$ cat src/rtl/ram_port_arbiter_pkg.sv
// Shared constants and types for the RAM port arbiter: bus widths and the
// read-return tag carried through the latency pipe.
package ram_port_arbiter_pkg;

   localparam int unsigned RAM_AW = 15;
   localparam int unsigned RAM_DW = 16;

   typedef enum logic {
      OWNER_CORE = 1'b0,
      OWNER_VID  = 1'b1
   } owner_e;

   typedef struct packed {
      logic   valid;
      owner_e owner;
   } rd_tag_t;

endpackage

$ cat src/rtl/ram_port_arbiter_rd_tag_pipe.sv
// Read-return tag pipe: delays {valid, owner} by RD_LAT cycles so returning
// RAM data can be steered to the requester that issued the read.
module rd_tag_pipe
   import ram_port_arbiter_pkg::*;
#(
   parameter int unsigned RD_LAT = 1
) (
   input  logic    clk,
   input  logic    reset,
   input  rd_tag_t tag_in,
   output rd_tag_t tag_out
);

   rd_tag_t stage [RD_LAT];

   always_ff @(posedge clk) begin
      if (reset) begin
         for (int unsigned i = 0; i < RD_LAT; i++) stage[i] <= '0;
      end else begin
         stage[0] <= tag_in;
         for (int unsigned i = 1; i < RD_LAT; i++) stage[i] <= stage[i-1];
      end
   end

   assign tag_out = stage[RD_LAT-1];

endmodule

$ cat src/rtl/ram_port_arbiter.sv
// Shares the single RAM port between the core and the display reader:
// display has priority with a burst lock, the core is rescued by a wait counter.
module ram_port_arbiter
   import ram_port_arbiter_pkg::*;
#(
   parameter int unsigned BURST_LEN = 8,
   parameter int unsigned MAX_WAIT  = 4,
   parameter int unsigned RD_LAT    = 1
) (
   input  logic              clk,
   input  logic              reset,
   input  logic              core_req,
   input  logic              core_we,
   input  logic [RAM_AW-1:0] core_addr,
   input  logic [RAM_DW-1:0] core_wdata,
   output logic              core_gnt,
   output logic              core_rvalid,
   output logic [RAM_DW-1:0] core_rdata,
   input  logic              vid_req,
   input  logic [RAM_AW-1:0] vid_addr,
   output logic              vid_gnt,
   output logic              vid_rvalid,
   output logic [RAM_DW-1:0] vid_rdata,
   output logic [RAM_AW-1:0] ram_addr,
   output logic              ram_we,
   output logic [RAM_DW-1:0] ram_wdata,
   input  logic [RAM_DW-1:0] ram_rdata
);

   localparam logic [3:0] MAX_WAIT_L  = 4'(MAX_WAIT);
   localparam logic [7:0] BURST_RELOAD = 8'(BURST_LEN - 1);

   logic [3:0]        wait_cnt;
   logic [3:0]        wait_next;
   logic              starve;
   logic [7:0]        burst_cnt;
   logic [RAM_AW-1:0] hold_addr;
   logic [RAM_DW-1:0] hold_wdata;
   logic              core_win;
   logic              vid_win;
   rd_tag_t           tag_in;
   rd_tag_t           tag_out;

   // An unstarved core only gets the port when display is idle and no burst is locked.
   always_comb begin
      core_win = 1'b0;
      vid_win  = 1'b0;
      if (!reset) begin
         if (starve && core_req)                   core_win = 1'b1;
         else if (vid_req)                         vid_win  = 1'b1;
         else if (core_req && burst_cnt == 8'd0)   core_win = 1'b1;
      end
   end

   assign core_gnt  = core_win;
   assign vid_gnt   = vid_win;
   assign ram_we    = core_win & core_we;
   assign ram_addr  = core_win ? core_addr : (vid_win ? vid_addr : hold_addr);
   assign ram_wdata = core_win ? core_wdata : hold_wdata;

   always_comb begin
      wait_next = '0;
      if (core_req && !core_win)
         wait_next = (wait_cnt == 4'hF) ? wait_cnt : wait_cnt + 4'd1;
   end

   // starve is registered from the next count so it tracks wait_cnt without extra lag.
   always_ff @(posedge clk) begin
      if (reset) begin
         wait_cnt <= '0;
         starve   <= 1'b0;
      end else begin
         wait_cnt <= wait_next;
         starve   <= (wait_next >= MAX_WAIT_L);
      end
   end

   always_ff @(posedge clk) begin
      if (reset)
         burst_cnt <= '0;
      else if (!vid_req)
         burst_cnt <= '0;
      else if (vid_win)
         burst_cnt <= (burst_cnt == 8'd0) ? BURST_RELOAD : burst_cnt - 8'd1;
   end

   always_ff @(posedge clk) begin
      if (reset) begin
         hold_addr  <= '0;
         hold_wdata <= '0;
      end else if (core_win) begin
         hold_addr  <= core_addr;
         hold_wdata <= core_wdata;
      end else if (vid_win) begin
         hold_addr  <= vid_addr;
      end
   end

   always_comb begin
      tag_in.valid = (core_win && !core_we) || vid_win;
      tag_in.owner = vid_win ? OWNER_VID : OWNER_CORE;
   end

   rd_tag_pipe #(
      .RD_LAT(RD_LAT)
   ) u_tag_pipe (
      .clk    (clk),
      .reset  (reset),
      .tag_in (tag_in),
      .tag_out(tag_out)
   );

   assign core_rvalid = tag_out.valid && (tag_out.owner == OWNER_CORE) && !reset;
   assign vid_rvalid  = tag_out.valid && (tag_out.owner == OWNER_VID) && !reset;
   assign core_rdata  = ram_rdata;
   assign vid_rdata   = ram_rdata;

endmodule

$ cat config.mk
export PLATFORM = sky130hd
export DESIGN_NAME = ram_port_arbiter
export DESIGN_NICKNAME = d
export VERILOG_FILES = /design/src/rtl/ram_port_arbiter_pkg.sv /design/src/rtl/ram_port_arbiter_rd_tag_pipe.sv /design/src/rtl/ram_port_arbiter.sv
export SDC_FILE = /design/constraint.sdc
export NUM_CORES = 1
export LEC_CHECK = 0
export ABC_AREA = 1
export CORE_ASPECT_RATIO = 0.5
export CORE_MARGIN = 2
export CORE_UTILIZATION = 35
export DETAILED_ROUTE_END_ITERATION = 12
export DONT_BUFFER_PORTS = 1
export HOLD_SLACK_MARGIN = 0.08
export PLACE_DENSITY_LB_ADDON = 0.12
export SLEW_MARGIN = 20
export SYNTH_ARGS = -nofsm -noshare
export SYNTH_HDL_FRONTEND = slang
export SYNTH_SLANG_ARGS = --single-unit
$ cat constraint.sdc
create_clock -name clk -period 2.6 [get_ports clk]
set_clock_uncertainty 0.1 [all_clocks]
set_input_delay 0.65 -clock clk [delete_from_list [all_inputs] [get_ports clk]]
set_output_delay 0.65 -clock clk [all_outputs]
set_load 0.01 [all_outputs]
=== Word-level counts from Yosys, hierarchy flattened ===
Memories as Yosys holds them, arrays and structs flattened.
Index checks and enable logic that the tools add are counted.

* Register bits: 44
* Latch bits: 0
* Memory bits (writable): 2
* Memory bits (read-only): 0
* Bits of input ports: 67
* Memories kept: 1

{| class="wikitable"
|+ Memories
! name !! words !! bits a word !! read ports !! clocked after memory_dff !! write ports !! RTL line !! source
|-
| u_tag_pipe.stage || 1 || 2 || 1 || 0 || 1 || ram_port_arbiter_rd_tag_pipe.sv:14 || <nowiki>rd_tag_t stage [RD_LAT];</nowiki>
|}

* Add/subtract/negate cells: 2
* Multiply operators: 0
* Div/mod/pow operators: 0
* Magnitude comparators: 1
* Equality and inequality tests: 1
* Shifts and indexed selects: 0
* Muxes and demuxes: 19
* Bitwise operators: 3
* Reductions and logical operators: 15

{| class="wikitable"
|+ Operators by type and width
! cell !! count
|-
| $mux 15 || 2
|-
| $mux 16 || 1
|-
| $mux 1 || 12
|-
| $logic_and 1x1->1 || 8
|-
| $logic_not 8->1 || 1
|-
| $mux 4 || 2
|-
| $mux 8 || 1
|-
| $sub 8x1->8 const B || 1
|-
| $add 4x1->4 const B || 1
|-
| $eq 4x4->1 const B || 1
|-
| $ge 4x3->1 const B || 1
|-
| $reduce_or 2->1 || 2
|-
| $logic_not 1->1 || 3
|-
| $mux 2 || 1
|-
| $not 1->1 || 2
|-
| $and 1x1->1 || 1
|-
| $logic_or 1x1->1 || 1
|}

=== Longest topological paths before layout ===
Gate-level depths: netlist of the first run.

* Depth after elaboration: 10
* Depth in mapped cells: 11

=== Modules after synthesis ===
A second synthesis of the first run with hierarchy kept.

* Cell total of the unflattened synthesis: 439
* Area, all modules: 2745.1 µm²

{| class="wikitable"
|+ Modules (own cells, without submodules)
! module !! instances !! cells each !! area each (µm²) !! sequential area each (µm²)
|-
| ram_port_arbiter || 1 || 433 || 2690.1 || 880.8
|-
| rd_tag_pipe || 1 || 6 || 55.1 || 40.0
|}

=== Least setup slack after synthesis of the first run ===
Ideal clock, no wire load.

* Path type: in2out
* Start: in reset
* End: out ram_addr[8]
* Arrival time: 1.555 ns
* Required time: 1.850 ns
* Path slack: 0.295 ns
* Stages: 11
* Buffers on the path: 3
* Cells stage by stage: buf_6 > inv_8 > nand2_4 > nor2_4 > buf_6 > buf_6 > nand2_1 > o21ai_0 > nand2_1 > nand2_1 > inv_1

* Longest elaborated chain between the ends: 3

{| class="wikitable"
|+ Ends and longest elaborated chain
! element !! RTL line !! source
|-
| from (decl) || ram_port_arbiter.sv:11 || <nowiki>input logic reset,</nowiki>
|-
| $mux 1 || ram_port_arbiter.sv:48 || <nowiki>if (!reset) begin</nowiki>
|-
| $mux 15 || n/a ||
|-
| $mux 15 * || n/a ||
|-
| to (decl) || ram_port_arbiter.sv:24 || <nowiki>output logic [RAM_AW-1:0] ram_addr,</nowiki>
|}

Every way passes the cells marked *; elsewhere a longest branch is shown, timed or not.

=== Final worst setup path of the first run ===
* Start: reg burst_cnt[0]
* End: out ram_wdata[7]

* Longest elaborated chain between the ends: 7

{| class="wikitable"
|+ Ends and longest elaborated chain
! element !! RTL line !! source
|-
| from (decl) || ram_port_arbiter.sv:36 || <nowiki>logic [7:0] burst_cnt;</nowiki>
|-
| from (signal assigned) || ram_port_arbiter.sv:84 || <nowiki>burst_cnt <= (burst_cnt == 8'd0) ? BURST_RELOAD : burst_cnt - 8'd1;</nowiki>
|-
| $logic_not 8->1 || ram_port_arbiter.sv:51 || <nowiki>else if (core_req && burst_cnt == 8'd0) core_win = 1'b1;</nowiki>
|-
| $logic_and 1x1->1 || ram_port_arbiter.sv:51 ||
|-
| $mux 1 || ram_port_arbiter.sv:51 ||
|-
| $mux 1 || ram_port_arbiter.sv:50 || <nowiki>else if (vid_req) vid_win = 1'b1;</nowiki>
|-
| $mux 1 || ram_port_arbiter.sv:49 || <nowiki>if (starve && core_req) core_win = 1'b1;</nowiki>
|-
| $mux 1 || ram_port_arbiter.sv:48 ||
|-
| $mux 16 || n/a ||
|-
| to (decl) || ram_port_arbiter.sv:26 || <nowiki>output logic [RAM_DW-1:0] ram_wdata,</nowiki>
|}

Every way passes these cells.

==> reports/metrics.yaml, run 1 <==
timing:
  fin_tns_setup_ns: 0
  hold_viol: 0
  slew_violations: 0
  worst_slack_ns: 0.111
  period_minus_slack_ns: 2.49
  slew_headroom_pct: 77.1
  finalCritPeriodShare_pct: 95.7
  finalSetupViolCount: 0
  worst_pin_slew_ns: 0.341
  max_clock_freq_mhz: 402
worst_setup_path:
  worst_setup_path_start_kind: "flop"
  crit_top_cell: "inv_1"
  rrSetupSlack_ns: 0.90
  slowest_stage: "dfxtp_2"
  critPathKind: "flop to output port"
  worstSetupEndpointType: "output port"
  cp_top_family: "simple AND/OR/NAND/NOR gates"
  crit-reg2reg-launch: "burst_cnt[0]$_SDFFE_PP0P_"
  path_cells: "inv_2 -> ha_1 -> inv_1 -> nor2_2 -> nand3_2 -> nand2_8 -> clkbuf_16 -> nand3_1 -> nand2_1 -> inv_1"
  rr_worst_depth: 11
  crit_required_ns: 1.85
  crit_buf_inv: 4
  worstPathArrival_ns: 1.74
  critical-path-max-stage-delay_ns: 0.33
  r2r-end: "hold_addr[6]$_SDFF_PP0_"
  worstPathMaxFanout: 7
clock_tree:
  holdBufCountCts: 0
  clkLatencyLatePin_ns: 0.28
  tritoncts: "built"
  htreeDepth: 2
  clockBufferDepth: 2
  cts-root-buf: "clkbuf_16"
  cts_inserted_buffers: 5
  path_clk_slew_ns: 0.06
  cts.sinks: 46
logic_synthesis:
  synth_cell_type_count: 29
  ys_ff_latch: 46
  synth_warnings: 0
  synth-main-ff-cell: "dfxtp_1"
  syn-instance-count: 433
  ys_top_cells_by_area: "dfxtp_1 33%, inv_1 15%, nand2_1 13%"
  yosys.area.top_type: "dfxtp_1"
  avgSynthCellArea_um2: 6.35
  async_flop_share_pct: 0
  yosysMostFrequentCell: "inv_1"
  synth-edff-count: 0
  syn_area_um2: 2750
  netlist.area_leader.share_pct: 33.5
  syn-num-nets: 503
  yosysSeqAreaShare_pct: 33.5
  synth_commonest_cells: "109 x inv_1, 93 x nand2_1, 49 x nor2_1"
layout:
  layout-drive-gt1-share_pct: 8.23
  area_growth_pct: 3.78
  final_cell_area_um2: 2850
  multiInputGateArea_um2: 1100
  nFillCells: 826
  post-route-util_pct: 38.3
  nets: 471
  regArea_um2: 922
  diodes: 0
die:
  initial_core_util_pct: 36.9
  core_area_um2: 7460
  std_cell_rows: 22
  die_h_um: 66.7
  die_w_um: 129
  io_pins: 135
  dieArea_um2: 8630
power:
  p_per_area_nw_per_um2: 595
  p_total_uw: 1700
  vdd_drop_max_mv: 0.202
  leakagePower_uw: 0.00165
routing:
  ant_nets: 0
  routed_via_density: 4.36
  drc_errors: 0
  drt_iter0_drc: 84
  vias: 2220
  dr.pass1.iters: 5
  wl_per_cell_um: 12.2
  routed_wl_um: 6210
global_route:
  grt_max_degree: 37
  antenna_found_initial: 0
  globalRouteTotalUtil_pct: 14.5
  grt-ovfl-total: 0
  grt_pass1_vias: 2165
  grt_first_pass_wirelength_um: 9780
place:
  placed_area_um2: 2570
  dpl.hpwl_um: 4150
  place.gp.congestion: 0.711
  dp_slack_ns: 0.262
  portBuffers: 0
run_status:
  outcome: "finished clean"
worst_hold_path:
  min_to: "hold_wdata[14]$_SDFF_PP0_"
  whs_path_depth: 1
  hold_path_startpoint: "reset"
  hold_class: "input pin to flop"
flow_run:
  drv_cap: 0
[cell families after synthesis]
family / after synthesis / synth area share [%]
xor+xnor: 2 / 0.637
mux: 1 / 0.364
simple gates: 193 / 30.3
fa+ha+maj: 3 / 1.37
buf+inv: 161 / 28.7
compound gates: 27 / 5.14
flops: 46 / 33.5
[state kept, by name, summed over array words and instances, names as in the netlist]
| signal | count |
|---|---|
| burst_cnt | 8 |
| hold_addr | 15 |
| u_tag_pipe.stage | 2 |
| starve | 1 |
| hold_wdata | 16 |
| wait_cnt | 4 |
[stage by stage]
step / std cells / hold slack, ns
2_1_floorplan: 433 / 0.367
3_3_place_gp: 497 / 0.392
3_5_place_dp: 497 / 0.390
4_1_cts: 504 / 0.324
5_1_grt: 509 / 0.323
6_report: 509 / 0.334
[power by group]
| part | internal, uW | switching (uW) | leakage [uW] | total (uW) |
|---|---|---|---|---|
| logic | 111 | 216 | 0.00120 | 327 |
| registers | 749 | 14.8 | 0.000377 | 764 |
| clock network | 352 | 254 | 0.0000640 | 606 |
| total | 1210 | 485 | 0.00165 | 1700 |
[what timing repair did]
action                                  in CTS  in global routing
buffers inserted                             0                  1
gates resized for setup                      3                 13
endpoints found under the setup margin      31                 32
pin swaps                                    0                  7
cloned                                       0                  4
[cell usage in the layout (no fill, tap or decap), types with 2 or more instances in the layout]
cell type	count
dfxtp_1	45
nand2_4	3
nand2_1	90
inv_2	3
nor2_4	2
nor2_2	2
o21ai_1	10
nand2_2	3
clkbuf_1	2
nor3_1	4
a21oi_1	5
inv_1	108
nand3_1	37
clkbuf_16	7
ha_1	3
o21ai_0	9
buf_4	3
nand2_8	3
nor2_1	48
buf_12	3
[how the worst max path moves through the flow]
stage / from / endpoint / slack, ns / cells past startpoint
finish: burst_cnt[0]$_SDFFE_PP0P_ / ram_wdata[7] / 0.11 / 10
global placement: burst_cnt[0]$_SDFFE_PP0P_ / ram_wdata[5] / 0.28 / 10
CTS: burst_cnt[0]$_SDFFE_PP0P_ / ram_wdata[15] / 0.006 / 10
floorplan: reset / ram_addr[8] / 0.30 / 11
detailed placement: core_req / ram_addr[2] / 0.26 / 8
global route: burst_cnt[3]$_SDFFE_PP0P_ / ram_wdata[9] / -0.0004 / 9
[layout make-up]
cell class	instances	share of cell area [%]
Tap cell	108	4.73
Sequential cell	46	32.3
Clock buffer	7	4.65
Inverter	112	15.0
Timing Repair Buffer	8	4.65
Multi-Input combinational cell	228	38.7
[per-layer routing]
layer | part of all wire [%] | track usage, % | routed length [um] | vias to the layer above
li1 | - | - | - | 1174
met1 | 50 | 17.2 | 3110 | 971
met2 | 44 | 25.2 | 2720 | 52
met3 | 4.4 | 4.02 | 272 | 23
met4 | 1.9 | 5.71 | 115 | 0
met5 | 0 | 0 | 0 | -
[worst register-to-register path, delay by kind of cell (launching register included)]
kind / cells / cell delay [ns]
fa+ha+maj: 1 / 0.14
flops: 1 / 0.33
simple gates: 6 / 0.63
buf+inv: 4 / 0.42
Power figures use the tool's default switching activity.
==> inputs of run 2 (changes only) <==
--- a/config.mk
+++ b/config.mk
@@ -5,10 +5,11 @@
 export SDC_FILE = /design/constraint.sdc
 export NUM_CORES = 1
 export LEC_CHECK = 0
-export ABC_AREA = 1
+export CAP_MARGIN = 5
 export CORE_ASPECT_RATIO = 0.5
 export CORE_MARGIN = 2
 export CORE_UTILIZATION = 35
+export CTS_CLUSTER_SIZE = 28
 export DETAILED_ROUTE_END_ITERATION = 12
 export DONT_BUFFER_PORTS = 1
 export HOLD_SLACK_MARGIN = 0.08
==> run 2 against run 1 <==
Sequential cell count unchanged. Utilization increased by 10 points. Routed wire length increased by 13%. Combinational power increased by 27%. Synthesized area decreased by 10%. Clock-buffer cell count decreased by 1.
==> reports/metrics.yaml, run 2 <==
run_status:
  outcome: "finished clean"
layout:
  top_regs: "hold_wdata: 16 flops, hold_addr: 15 flops, burst_cnt: 8 flops"
  nets: 346  # -27%
  layout-drive-gt1-share_pct: 39.4  # +31 points
  area_growth_pct: 33.5
  diodes: 0  # unchanged
  largest_reg_flops: 16  # unchanged
  multiInputGateArea_um2: 1610  # +46%
  regArea_um2: 923  # +0.14%
  final_common_cell: "dfxtp_1"
  final_cell_mix: "44 x dfxtp_1, 32 x o31ai_1, 23 x o21ai_4"
  regMostFlops: "hold_wdata"
  nFillCells: 607  # -27%
  post-route-util_pct: 48.7  # +10 points
clock_tree:
  tritoncts: "built"
  cts.sinks: 46  # unchanged
  clkLatencyLatePin_ns: 0.28  # about the same
  htreeDepth: 2  # unchanged
  holdBufCountCts: 0  # unchanged
  cts-root-buf: "clkbuf_16"
  cts_inserted_buffers: 5  # unchanged
  clockBufferDepth: 2  # unchanged
  path_clk_slew_ns: 0.06  # about the same
global_route:
  met2_usage_pct: 29.4  # +4.2 points
  grt_max_degree: 37  # unchanged
  grt_first_pass_wirelength_um: 10500  # +7.5%
  grt_use_met3_pct: 5.16  # +1.1 points
  use_met1_pct: 21.1  # +3.9 points
  grt-ovfl-total: 0  # unchanged
  grt-busiest-layer: "met2"
  antenna_found_initial: 0  # unchanged
  grt_pass1_vias: 2062  # -4.8%
  globalRouteTotalUtil_pct: 17.4  # +2.9 points
logic_synthesis:
  yosysMostFrequentCell: "dfxtp_1"
  netlist.area_leader.share_pct: 37.4  # +3.9 points
  syn_area_um2: 2460  # -10%
  synth-main-ff-cell: "dfxtp_1"
  avgSynthCellArea_um2: 8.44  # +33%
  async_flop_share_pct: 0  # unchanged
  synth_commonest_cells: "46 x dfxtp_1, 35 x buf_4, 35 x nand3_1"
  yosys.area.top_type: "dfxtp_1"
  syn-num-nets: 362  # -28%
  ys_top_cells_by_area: "dfxtp_1 37%, buf_4 11%, o31ai_1 9.8%"
  synth-edff-count: 0  # unchanged
  ys_ff_latch: 46  # unchanged
  yosysSeqAreaShare_pct: 37.4  # +3.9 points
  syn-instance-count: 292  # -33%
  synth_cell_type_count: 36  # +24%
  synth_warnings: 0  # unchanged
worst_setup_path:
  crit_required_ns: 1.85  # about the same
  critPathKind: "flop to output port"
  worstPathMaxFanout: 8  # +1
  worst_setup_path_start_kind: "flop"
  worstPathArrival_ns: 1.84  # +0.10 ns
  path_cells: "inv_2 -> ha_4 -> nor4b_4 -> buf_4 -> a21o_4 -> clkbuf_16 -> nand3_1 -> o21ai_2"
  critical-path-max-stage-delay_ns: 0.34  # about the same
  slowest_stage: "dfxtp_2"
  worstSetupEndpointType: "output port"
timing:
  period_minus_slack_ns: 2.59  # +0.100 ns
  max_clock_freq_mhz: 386  # -3.9%
  slew_headroom_pct: 69.9  # -7.3 points
  hold_viol: 0  # unchanged
  finalSetupViolCount: 0  # unchanged
  worst_pin_slew_ns: 0.451  # +0.110 ns
  rsz0062_at_grt: "yes"
  finalCritPeriodShare_pct: 99.6  # +3.8 points
  holdWs_ns: 0.363  # +0.0287 ns
  slew_violations: 0  # unchanged
routing:
  dr.pass1.iters: 4  # -1
  drc_errors: 0  # unchanged
  routed_via_density: 5.53  # +27%
  wl_per_cell_um: 19.0  # +56%
  ant_nets: 0  # unchanged
  routed_wl_um: 7000  # +13%
  drt_iter0_drc: 95  # +13%
  vias: 2039  # -8.2%
die:
  dieArea_um2: 7770  # -10%
  die_h_um: 63.3  # -5.0%
  die_w_um: 123  # -5.2%
  io_pins: 135  # unchanged
  core_area_um2: 6750  # -9.5%
  std_cell_rows: 21  # -4.5%
  initial_core_util_pct: 36.5  # -0.38 points
place:
  dpl.hpwl_um: 3800  # -8.5%
  portBuffers: 0  # unchanged
  place.gp.congestion: 0.735  # +3.3%
power:
  p_per_area_nw_per_um2: 557  # -6.3%
  vdd_drop_max_mv: 0.254  # +26%
  leakagePower_uw: 0.00117  # -29%
flow_run:
  drv_cap: 0  # unchanged
worst_hold_path:
  hold_class: "input pin to flop"
## run 2: changes by cell type after synthesis, sizes merged, moves of 3 or more
cell    previous run  this run
o21ai             19        35
nand2             97         3
inv              112        22
clkbuf             6        12
mux2i              1        16
nor2              52        11
o31ai              1        32
nand3             38        35
## run 2: final timing paths
check | end | cells past startpoint | from | slack (ns)
setup / recovery | ram_wdata[10] | 8 | burst_cnt[0]$_SDFFE_PP0P_ | 0.01
hold / removal | hold_addr[4]$_SDFF_PP0_ | 1 | reset | 0.36
setup reg to reg | hold_addr[2]$_SDFF_PP0_ | 11 | burst_cnt[0]$_SDFFE_PP0P_ | 0.49
hold reg to reg | burst_cnt[0]$_SDFFE_PP0P_ | 1 | burst_cnt[0]$_SDFFE_PP0P_ | 0.37
## run 2: timing repair
action | in CTS | in global routing
gates cloned | 5 | 3
pin swaps | 10 | 6
endpoints found under the setup margin | 33 | 33
buffers inserted | 10 | 2
resized for setup | 92 | 31
## run 2: cells by family after synthesis
kind of cell               count (synthesis)  synth area share [%]
xor gates and xnor gates                   4                  1.42
muxes                                     16                  6.50
adders and majority gates                  3                  1.52
DFF                                       46                  37.4
and+or+nand+nor                           69                  15.6
buffers and inverters                     75                  17.3
AOI/OAI and AO/OA                         79                  20.3
## run 2: through the flow
stage / worst slack [ns] / instance area, um2 / instances / total power (uW) / setup TNS (ns)
final: 0.0113 / 3290 / 369 / 1830 / 0
after CTS: -0.0425 / 3090 / 366 / 1790 / -0.644
after global placement: 0.0135 / 2350 / 343 / 1010 / 0
after global routing: -0.107 / 3290 / 369 / 1910 / -2.13
after floorplan: 0.000325 / 2490 / 292 / 1030 / 0
after detailed placement: -0.0486 / 2350 / 343 / 1020 / -0.800
## run 2: area by class of cell
| cell class | count | area share [%] |
|---|---|---|
| clock inverters | 2 | 0.380 |
| multi-input cells | 171 | 48.8 |
| flip-flops and latches | 46 | 28.1 |
| repair buffers | 30 | 12.5 |
| clock buffers | 6 | 4.22 |
| inverters | 22 | 2.51 |
| well taps | 92 | 3.50 |
## run 2: worst max-delay path: cells and delay by family (launching register included)
family	cells	cell delay (ns)
AO/OA/AOI/OAI	2	0.29
adder cells (fa/ha/maj)	1	0.13
buffers and inverters	3	0.43
flip-flops	1	0.34
AND/OR/NAND/NOR	2	0.36
## run 2: metal layers
layer  routed length, um  part of all wire (%)  vias up
met3                 372                   5.3       28
met2                3450                    49       50
li1                    -                     -      980
met5                   0                     0        -
met4                 113                   1.6        0
met1                3070                    44      981
## run 2: power breakdown
group	total (uW)	internal, uW	leakage (uW)	switching, uW
Sequential	763	746	0.000376	16.5
Combinational	415	187	0.000718	228
Clock	654	381	0.0000729	273
Total	1830	1310	0.00117	518
